File: config.mk
export PLATFORM = sky130hd
export DESIGN_NAME = fetch_unit
export DESIGN_NICKNAME = d
export VERILOG_FILES = /design/src/rtl/fetch_unit.sv
export SDC_FILE = /design/constraint.sdc
export NUM_CORES = 1
export LEC_CHECK = 0
export ABC_AREA = 0
export BUFFER_PORTS_ARGS = -buffer_cell sky130_fd_sc_hd__buf_2
export CORE_MARGIN = 10
export CORE_UTILIZATION = 25
export CTS_BUF_LIST = sky130_fd_sc_hd__clkbuf_8 sky130_fd_sc_hd__clkbuf_16
export DETAILED_ROUTE_END_ITERATION = 8
export GPL_ROUTABILITY_DRIVEN = 0
export PLACE_DENSITY = 0.51
export RECOVER_POWER = 50
export SYNTH_ARGS = -nofsm -noshare
export SYNTH_HDL_FRONTEND = slang
export SYNTH_SLANG_ARGS = --single-unit
File: constraint.sdc
create_clock -name clk -period 3.5 [get_ports clk]
set_input_delay 0.35 -clock clk [delete_from_list [all_inputs] [get_ports clk]]
set_output_delay 0.35 -clock clk [all_outputs]
set_load 0.005 [all_outputs]
File: src/rtl/fetch_unit.sv
// Single-outstanding instruction fetch unit: FETCH -> WAIT -> HOLD, with redirect/kill handling.
// Optional statistics counters are built when the FETCH_STATS_EN macro is defined.
`timescale 1ns/1ps

module fetch_unit #(
  parameter logic [31:0] RESET_PC = 32'h0000_0000
) (
  input  logic        clk,
  input  logic        rst,
  output logic        imem_req_valid,
  input  logic        imem_req_ready,
  output logic [31:0] imem_addr,
  input  logic        imem_rsp_valid,
  input  logic [31:0] imem_rsp_data,
  input  logic        redirect,
  input  logic [31:0] redirect_target,
  output logic        dec_valid,
  input  logic        dec_ready,
  output logic [31:0] dec_instr,
  output logic [31:0] dec_pc,
`ifdef FETCH_STATS_EN
  output logic [31:0] stat_redirects,
  output logic [31:0] stat_drops,
`endif
  output logic [1:0]  dbg_state
);

  // Handshakes: a transfer happens on a rising edge where valid && ready;
  // valid never depends on ready, and payload is stable while valid waits.

  typedef enum logic [1:0] {
    S_FETCH = 2'd0,
    S_WAIT  = 2'd1,
    S_HOLD  = 2'd2
  } state_t;

  state_t      state;
  state_t      state_next;

  logic [31:0] pc;
  logic [31:0] req_pc;
  logic        kill;

  logic        req_fire;
  logic        rsp_take;
  logic        rsp_drop;
  logic        rsp_keep;
  logic [31:0] redirect_pc;

  assign req_fire    = (state == S_FETCH) && imem_req_ready;
  assign rsp_take    = (state == S_WAIT) && imem_rsp_valid;
  // A response is wrong-path if it was already killed or a redirect lands with it.
  assign rsp_drop    = rsp_take && (kill || redirect);
  assign rsp_keep    = rsp_take && !kill && !redirect;
  assign redirect_pc = redirect_target & ~32'h0000_0003;

  // State register
  always_ff @(posedge clk or posedge rst) begin
    if (rst) begin
      state <= S_FETCH;
    end else begin
      state <= state_next;
    end
  end

  // Next-state logic
  always_comb begin
    state_next = state;
    unique case (state)
      S_FETCH: begin
        if (req_fire) state_next = S_WAIT;
      end
      S_WAIT: begin
        if (rsp_drop)      state_next = S_FETCH;
        else if (rsp_keep) state_next = S_HOLD;
      end
      S_HOLD: begin
        if (redirect || dec_ready) state_next = S_FETCH;
      end
      default: state_next = S_FETCH;
    endcase
  end

  // Output logic
  always_comb begin
    imem_req_valid = 1'b0;
    dec_valid      = 1'b0;
    imem_addr      = pc;
    dbg_state      = state;
    unique case (state)
      S_FETCH: imem_req_valid = 1'b1;
      S_WAIT:  imem_req_valid = 1'b0;
      S_HOLD:  dec_valid      = 1'b1;
      default: begin
        imem_req_valid = 1'b0;
        dec_valid      = 1'b0;
      end
    endcase
  end

  // Program counter: redirect always wins over sequential advance.
  always_ff @(posedge clk or posedge rst) begin
    if (rst) begin
      pc <= RESET_PC;
    end else if (redirect) begin
      pc <= redirect_pc;
    end else if (rsp_keep) begin
      pc <= req_pc + 32'd4;
    end
  end

  always_ff @(posedge clk or posedge rst) begin
    if (rst) begin
      req_pc <= 32'h0;
    end else if (req_fire) begin
      req_pc <= pc;
    end
  end

  // Kill marks the single outstanding request as wrong-path until its response drains.
  always_ff @(posedge clk or posedge rst) begin
    if (rst) begin
      kill <= 1'b0;
    end else if (rsp_drop) begin
      kill <= 1'b0;
    end else if (req_fire && redirect) begin
      kill <= 1'b1;
    end else if ((state == S_WAIT) && redirect) begin
      kill <= 1'b1;
    end
  end

  always_ff @(posedge clk or posedge rst) begin
    if (rst) begin
      dec_instr <= 32'h0;
      dec_pc    <= 32'h0;
    end else if (rsp_keep) begin
      dec_instr <= imem_rsp_data;
      dec_pc    <= req_pc;
    end
  end

`ifdef FETCH_STATS_EN
  always_ff @(posedge clk or posedge rst) begin
    if (rst) begin
      stat_redirects <= 32'h0;
      stat_drops     <= 32'h0;
    end else begin
      if (redirect) stat_redirects <= stat_redirects + 32'd1;
      if (rsp_drop) stat_drops     <= stat_drops + 32'd1;
    end
  end
`endif

endmodule

==> impl_metrics.env, run 1 <==
export IMPL_final_area_mm2=0.00748
export IMPL_p_leak_nw=3.60
export IMPL_multi_input_area_mm2=0.00237
export IMPL_post_drt_wl_per_cell_um=17.4
export IMPL_syn_inst=605
export IMPL_startpoint="req_pc[6]"
export IMPL_wl_um=18400
export IMPL_io_pins=170
export IMPL_netlist_top_cells_area="dfrtp_1, nand2_1, mux2_2"
export IMPL_yosysSeqAreaShare=0.566
export IMPL_hold_violations=0
export IMPL_die_w_um=172
export IMPL_path_clk_slew_ps=60
export IMPL_setup_ws_ps=1180
export IMPL_io_buffers=167
export IMPL_nets=830
export IMPL_synth_edf_count=0
export IMPL_overflow=0
export IMPL_drive_above_1_share=0.261
export IMPL_status="finished with violations"
export IMPL_critPathKind="reg -> reg"
export IMPL_numCtsBuffers=17
export IMPL_area_growth_pct=29.1
export IMPL_grt_pass1_wl_um=28500
export IMPL_rsz0062_at_grt="false"
export IMPL_cap_violations=1
export IMPL_fmax_ghz=0.430
export IMPL_hpwl_um=12300
export IMPL_tightest_slew_ps=1880
export IMPL_vdd_drop_max_mv=0.239
export IMPL_regArea_mm2=0.00328
export IMPL_yosysTopAreaCell="dfrtp_1"
export IMPL_num_vias=4681
export IMPL_critPathMaxFanout=8
export IMPL_cp_arrival_ps=2630
export IMPL_fin_crit_sh=0.664
export IMPL_powerDensity_mw_per_mm2=748
export IMPL_ant_nets=0
export IMPL_drt_iter0_drc=396
export IMPL_fillerInstances=2435
export IMPL_worstPathCellList="and4_1 -> nand4_4 -> nor4b_1 -> xor2_1 -> a221o_1"
export IMPL_antenna_found_initial=0
export IMPL_grt_use_total=0.125
export IMPL_clock_latency_ps=430
export IMPL_r2r_slack_ps=1180
export IMPL_hold_path_class="in -> reg"
export IMPL_ys_ff_latch=131
export IMPL_synth_most_common_cell="nand2_1"
export IMPL_fin_crit_ps=2320
export IMPL_htree_levels=4
export IMPL_dpl_cell_area_mm2=0.00692
export IMPL_cts_tree="done"
export IMPL_synth_common_cells="nand2_1, dfrtp_1, mux2_2, clkbuf_1, o21ai_0"
export IMPL_cts_resized=0
export IMPL_grt_max_degree=132
export IMPL_cts_setup_buffers=0
export IMPL_yosys_warnings=0
export IMPL_cts_root_buf="clkbuf_16"
export IMPL_cp_start_kind="register"
export IMPL_endpoint_kind="register"
export IMPL_synth_cell_types=41
export IMPL_route_detailed_drc=0
export IMPL_dp_slack_ps=1100
export IMPL_hold_ws_ps=104
export IMPL_rows=55
export IMPL_clock_path_buffers=2
export IMPL_clock_sinks=131
export IMPL_synthFlopType="dfrtp_1"
export IMPL_violations="max-capacitance violations, max-slew violations"
export IMPL_finClkSkew_ps=12.0
export IMPL_start_util=0.255
export IMPL_firstDrtPassIters=4
export IMPL_ctsHoldBuffers=0
export IMPL_relSlewSlack=-0.256
export IMPL_worstPathRequired_ps=3810
export IMPL_die_area_mm2=0.0297
export IMPL_worstSetupEndpoint="imem_addr[31]"
export IMPL_yosysTopAreaCellShare=0.566
export IMPL_diodes=0
export IMPL_setup_viol=0
export IMPL_core_mm2=0.0227
export IMPL_syn_nets=676
export IMPL_final_cells=1056
export IMPL_async_reset_ff_frac=1.00
export IMPL_syn_area_per_cell_um2=9.57
export IMPL_viasPerCell=4.43
export IMPL_dp_cells=1025
export IMPL_critPathMaxStageDelay_ps=600
export IMPL_cp_slowest_cell="nor4b_1"
export IMPL_die_y_um=172
export IMPL_rr_endpoint="imem_addr[31]"
export IMPL_worst_r2r_cell_count=5
export IMPL_grt_pass1_vias=4779
export IMPL_slew_viol_final=132
export IMPL_r2r_start="req_pc[6]"
export IMPL_tns_ps=0
export IMPL_syn_cell_area_mm2=0.00579
layout make-up:
type                    instances  share of cell area
clock inverters                13              0.0244
clock buffers                  18              0.0587
multi-input cells             433               0.317
well taps                     285              0.0477
repair buffers                172               0.111
inverters                       4             0.00251
flip-flops and latches        131               0.438
worst min path at each step:
stage / startpoint / depth (start not counted) / to / slack, ps
after floorplan: imem_rsp_data[0] / 2 / dec_instr[0] / 460
after global placement: dec_instr[6] / 2 / dec_instr[6] / 450
after detailed placement: dec_pc[27] / 2 / dec_pc[27] / 460
after CTS: imem_rsp_data[30] / 3 / dec_instr[30] / 90
after global routing: imem_rsp_data[30] / 3 / dec_instr[30] / 100
final: imem_rsp_data[30] / 3 / dec_instr[30] / 100
report_power, final:
| group | internal [W] | total [W] | leakage (nW) | switching (W) |
|---|---|---|---|---|
| clock | 0.00121 | 0.00192 | 0.294 | 0.000712 |
| combinational | 0.000584 | 0.00126 | 1.67 | 0.000676 |
| sequential | 0.00201 | 0.00241 | 1.64 | 0.000406 |
kinds of logic after synthesis:
kind of cell | Yosys count | synth area share
flops | 131 | 0.566
buf+inv | 41 | 0.0305
mux | 39 | 0.0739
xor+xnor | 24 | 0.0363
fa+ha+maj | 1 | 0.00216
compound gates | 49 | 0.0525
simple gates | 320 | 0.239
registers in the layout, indices dropped and copies added, names as in the netlist:
signal     count
dbg_state      2
dec_instr     32
dec_pc        32
imem_addr     32
kill           1
req_pc        32
per-layer routing:
metal / vias up / wire, um / share of wire / global-route usage
li1: 2315 / - / - / -
met1: 2242 / 8560 / 0.47 / 0.160
met2: 105 / 8600 / 0.47 / 0.199
met3: 19 / 978 / 0.053 / 0.0374
met4: 0 / 227 / 0.012 / 0.0405
met5: - / 0 / 0 / 0
cells in the final DEF (no fill, tap or decap), types with 4 or more instances in the layout:
master	Yosys	layout
clkbuf_1	23	40
xnor2_1	15	15
nand4_1	10	10
nor3b_1	6	6
o21ai_0	21	21
xor2_1	9	9
nand3_1	15	15
and4_1	5	5
o221ai_1	9	9
a21oi_1	11	11
dfrtp_1	131	131
buf_2	9	127
clkinvlp_4	0	5
nor3_1	5	5
mux2_2	30	30
bufinv_16	0	4
nor2_1	18	17
and2_1	5	4
nand2_1	240	240
mux2i_1	9	9
clkbuf_16	0	17
critical path: cells and delay by family, from the launching register on:
kind	cells	cell delay [ps]
AOI/OAI and AO/OA	1	340
xor gates and xnor gates	1	130
DFF	1	480
and+or+nand+nor	3	1260
metrics by stage:
stage                     power [W]  utilization
after floorplan             0.00306            -
after global placement      0.00376        0.305
after detailed placement    0.00379        0.305
after CTS                   0.00574        0.332
after global routing        0.00598        0.329
final                       0.00559        0.329
No activity file was read; power rests on OpenSTA's default activity.
==> run 2, diff against run 1 <==
clock period = 2 ns   (was 3.5 ns; I/O delays follow)
==> impl_metrics.env, run 2 (synthesized netlist as in run 1, its figures left out) <==
export IMPL_status="finished, final reports clean"
export IMPL_fin_util=0.364
export IMPL_critPathMaxFanout=7
export IMPL_io_buffers=167
export IMPL_fin_crit_sh=0.954
export IMPL_firstDrtPassIters=4
export IMPL_critPathMaxStageDelay_ps=550
export IMPL_endpoint_kind="register"
export IMPL_r2r_slack_ps=90
export IMPL_worst_r2r_cell_count=5
export IMPL_io_pins=170
export IMPL_dp_slack_ps=3.16
export IMPL_critPathKind="reg -> reg"
export IMPL_wirelength_met1_um=8510
export IMPL_viasPerCell=4.41
export IMPL_clock_sinks=131
export IMPL_finClkSkew_ps=11.2
export IMPL_vdd_drop_max_mv=0.576
export IMPL_nets=911
export IMPL_setup_ws_ps=92.7
export IMPL_wl_um=18900
export IMPL_p_leak_nw=3.97
export IMPL_worstPathRequired_ps=2290
export IMPL_clock_latency_ps=420
export IMPL_die_y_um=172
export IMPL_cp_start_kind="register"
export IMPL_ant_nets=0
export IMPL_overflow=0
export IMPL_fmax_ghz=0.524
export IMPL_grt_use_total=0.130
export IMPL_grt_pass1_wl_um=29700
export IMPL_start_util=0.255
export IMPL_drt_iter0_drc=274
export IMPL_grt_pass1_vias=5127
export IMPL_mostFrequentLayoutCells="nand2_1, dfrtp_1, buf_2"
export IMPL_rows=55
export IMPL_hold_violations=0
export IMPL_antenna_found_initial=0
export IMPL_grt_max_degree=52
export IMPL_cp_slowest_cell="or4b_4"
export IMPL_hold_path_class="in -> reg"
export IMPL_rr_endpoint="imem_addr[29]"
export IMPL_cts_root_buf="clkbuf_16"
export IMPL_die_area_mm2=0.0297
export IMPL_met3_length_um=1120
export IMPL_htree_levels=4
export IMPL_fin_crit_ps=1910
export IMPL_numCtsBuffers=17
export IMPL_diodes=0
export IMPL_clock_path_buffers=2
export IMPL_cp_arrival_ps=2200
export IMPL_drive_above_1_share=0.283
export IMPL_r2r_start="req_pc[4]"
export IMPL_slew_viol_final=0
export IMPL_relSlewSlack=0.418
export IMPL_powerDensity_mw_per_mm2=1210
export IMPL_min_path_cells=3
export IMPL_hp_start="redirect_target[11]"
export IMPL_hpwl_um=13300
export IMPL_routed_top_layer="met4"
export IMPL_worstPathCellList="and4_2 -> nand4_4 -> or4b_4 -> mux2i_1 -> o311ai_1"
export IMPL_cts_setup_buffers=0
export IMPL_post_drt_wl_per_cell_um=16.6
export IMPL_die_w_um=172
export IMPL_setup_viol=0
export IMPL_min_to="imem_addr[11]"
export IMPL_path_clk_slew_ps=60
export IMPL_area_growth_pct=42.7
export IMPL_num_vias=5014
export IMPL_dr_wl_met2_um=9050
export IMPL_route_detailed_drc=0
export IMPL_tightest_slew_ps=868
export IMPL_cts_tree="done"
export IMPL_core_mm2=0.0227
export IMPL_final_common_cell="nand2_1"
export IMPL_cap_violations=0
run 2: cell types whose count changed in the layout (fill, tap and decap cells not counted), sizes merged:
cell / delta
clkbuf: +1
inv: +1
clkinvlp: +1
buf: +31
clkinv: -1
dlygate4sd3: +50
bufinv: -1
run 2: per-stage QoR:
step	area (um^2)	TNS [ps]	hold slack (ps)	total power, W	std cells
after floorplan	5800	0	305	0.00536	605
after global placement	7220	0	267	0.00680	1056
after detailed placement	7220	0	278	0.00684	1056
after CTS	8330	0	3.43	0.0102	1138
after global routing	8270	-11.1	16.0	0.0107	1138
final	8270	0	12.1	0.00997	1138
run 2: cell type report:
class                      instances  area, um^2
inverter                           4        16.3
multi-input combinational        433        2400
fill                            2358       14400
clock buffer                      19         453
timing repair buffer             253        1600
sequential                       131        3280
clock inverter                    13         159
tap                              285         357
run 2: worst max path at each step:
stage,from,cells past startpoint,endpoint
after detailed placement,req_pc[2],7,imem_addr[20]
after CTS,req_pc[2],7,imem_addr[20]
after global routing,req_pc[20],5,imem_addr[29]
after floorplan,rst,1,dbg_state[0]
after global placement,req_pc[2],7,imem_addr[20]
final,req_pc[4],5,imem_addr[29]
run 2: report_power, final:
group | internal, W | total (W) | leakage, nW | switching [W]
logic | 0.00125 | 0.00260 | 2.04 | 0.00135
registers | 0.00352 | 0.00410 | 1.63 | 0.000587
clock network | 0.00202 | 0.00326 | 0.289 | 0.00124
run 2: critical path, delay by kind of cell, from the launching register on:
kind,cells,cell delay (ps)
flops,1,450
compound gates,1,120
simple gates,3,1030
mux,1,180
run 2: what timing repair did:
action / CTS / global route
hold endpoints to repair: 64 / 0
resized for setup: 1 / 7
pin swaps: 0 / 1
hold buffers: 50 / 0
endpoints found under the setup margin: 1 / 4
run 2: routing by layer:
| layer | track usage | up-vias |
|---|---|---|
| met5 | 0 | - |
| met1 | 0.167 | 2394 |
| met4 | 0.0427 | 0 |
| met3 | 0.0358 | 17 |
| li1 | - | 2477 |
| met2 | 0.207 | 126 |
==> run 3, diff against run 2 <==
CELL_PAD_IN_SITES_DETAIL_PLACEMENT = 0   (was default)
CELL_PAD_IN_SITES_GLOBAL_PLACEMENT = 1   (was default)
PLACE_DENSITY = 0.63   (was 0.51)
==> impl_metrics.env, run 3 (synthesized netlist as in run 1, its figures left out) <==
export IMPL_grt_pass1_vias=5053
export IMPL_cts_root_buf="clkbuf_16"
export IMPL_clock_sinks=131
export IMPL_die_y_um=172
export IMPL_die_area_mm2=0.0297
export IMPL_io_pins=170
export IMPL_grt_pass1_wl_um=29500
export IMPL_cts_setup_buffers=0
export IMPL_drt_iter0_drc=283
export IMPL_powerDensity_mw_per_mm2=1200
export IMPL_diodes=0
export IMPL_viasPerCell=4.38
export IMPL_worstPathBufferInverterCount=0
export IMPL_dpl_cell_area_mm2=0.00718
export IMPL_finClkSkew_ps=10.8
export IMPL_start_util=0.255
export IMPL_relSlewSlack=0.126
export IMPL_dp_cells=1054
export IMPL_dp_slack_ps=102
export IMPL_setup_ws_ps=139
export IMPL_endpoint_kind="register"
export IMPL_final_common_cell="nand2_1"
export IMPL_cp_slowest_cell="or4b_4"
export IMPL_path_clk_slew_ps=60
export IMPL_rsz0062_at_grt="false"
export IMPL_grt_use_total=0.129
export IMPL_post_drt_wl_per_cell_um=16.5
export IMPL_fin_crit_ps=1860
export IMPL_hold_path_class="in -> reg"
export IMPL_setup_viol=0
export IMPL_num_vias=4975
export IMPL_clock_path_buffers=2
export IMPL_slew_viol_final=0
export IMPL_p_leak_nw=3.94
export IMPL_core_mm2=0.0227
export IMPL_critPathKind="reg -> reg"
export IMPL_antenna_found_initial=0
export IMPL_hold_violations=0
export IMPL_worstPathRequired_ps=2280
export IMPL_route_detailed_drc=0
export IMPL_htree_levels=4
export IMPL_cts_tree="done"
export IMPL_fin_crit_sh=0.931
export IMPL_io_buffers=167
export IMPL_status="finished, final reports clean"
export IMPL_tightest_slew_ps=1310
export IMPL_firstDrtPassIters=4
export IMPL_tns_ps=0
export IMPL_final_cells=1135
export IMPL_cap_violations=0
export IMPL_wl_um=18800
export IMPL_overflow=0
export IMPL_final_area_mm2=0.00822
export IMPL_numCtsBuffers=17
export IMPL_cp_arrival_ps=2140
export IMPL_vdd_drop_max_mv=0.431
export IMPL_rows=55
export IMPL_nets=909
export IMPL_area_growth_pct=42.0
export IMPL_drive_above_1_share=0.265
export IMPL_worstPathCellList="and4_2 -> nand4_4 -> or4b_4 -> mux2i_1 -> o311ai_1"
export IMPL_hpwl_um=13200
export IMPL_fmax_ghz=0.537
export IMPL_ant_nets=0
export IMPL_clock_latency_ps=420
export IMPL_cp_top_family="simple AND/OR/NAND/NOR gates"
export IMPL_cp_start_kind="register"
export IMPL_grt_max_degree=99
export IMPL_mostFrequentLayoutCells="nand2_1, dfrtp_1, buf_2"
export IMPL_critPathMaxStageDelay_ps=550
export IMPL_critPathMaxFanout=6
export IMPL_die_w_um=172
## run 3: changes by cell type in the layout (fill, tap and decap cells not counted), sizes merged
cell and delta:
buf -8, clkinvlp -2, inv +1, clkbuf +7, clkinv -1
## run 3: what timing repair did
action,CTS,global route
hold endpoints to repair,176,0
hold buffers,50,0
endpoints found under the setup margin,0,4
resized for setup,0,5
## run 3: final cells by class
cell class / count / area, um^2
Sequential cell: 131 / 3280
Fill cell: 2359 / 14500
Tap cell: 285 / 357
Timing Repair Buffer: 251 / 1580
Multi-Input combinational cell: 433 / 2390
Clock buffer: 20 / 467
Clock inverter: 11 / 138
Inverter: 4 / 16.3
## run 3: worst reg2reg max path, cell delays in order, from the launching register on
cell and delay (ps):
dfrtp_1 410, and4_2 330, nand4_4 170, or4b_4 550
mux2i_1 150, o311ai_1 110
## run 3: where the power goes
group          internal (W)  leakage [nW]  total (W)  switching [W]
Sequential          0.00352          1.64    0.00412       0.000604
Combinational       0.00122          2.01    0.00256        0.00134
Clock               0.00204         0.298    0.00321        0.00118
## run 3: worst paths after layout
check | from | to | slack, ps | cells past startpoint
min in group asynchronous | rst | dec_instr[25] | 620 | 4
setup / recovery | req_pc[9] | imem_addr[29] | 140 | 5
hold / removal | redirect_target[15] | imem_addr[15] | 10 | 3
setup reg to reg | req_pc[9] | imem_addr[29] | 140 | 5
max in group asynchronous | rst | req_pc[17] | 370 | 4
hold reg to reg | dec_pc[23] | dec_pc[23] | 470 | 2
## run 3: through the flow
stage	utilization	hold WS (ps)	total power, W
2_1_floorplan	-	305	0.00536
3_3_place_gp	0.316	389	0.00678
3_5_place_dp	0.316	393	0.00682
4_1_cts	0.365	0.209	0.0102
5_1_grt	0.362	7.94	0.0106
6_report	0.362	11.1	0.00990
## run 3: per-layer routing
metal / track usage / up-vias / share of wire / routed length (um)
met1: 0.170 / 2380 / 0.46 / 8680
met2: 0.201 / 107 / 0.47 / 8890
li1: - / 2469 / - / -
met3: 0.0358 / 19 / 0.048 / 907
met5: 0 / - / 0 / 0
met4: 0.0431 / 0 / 0.014 / 271
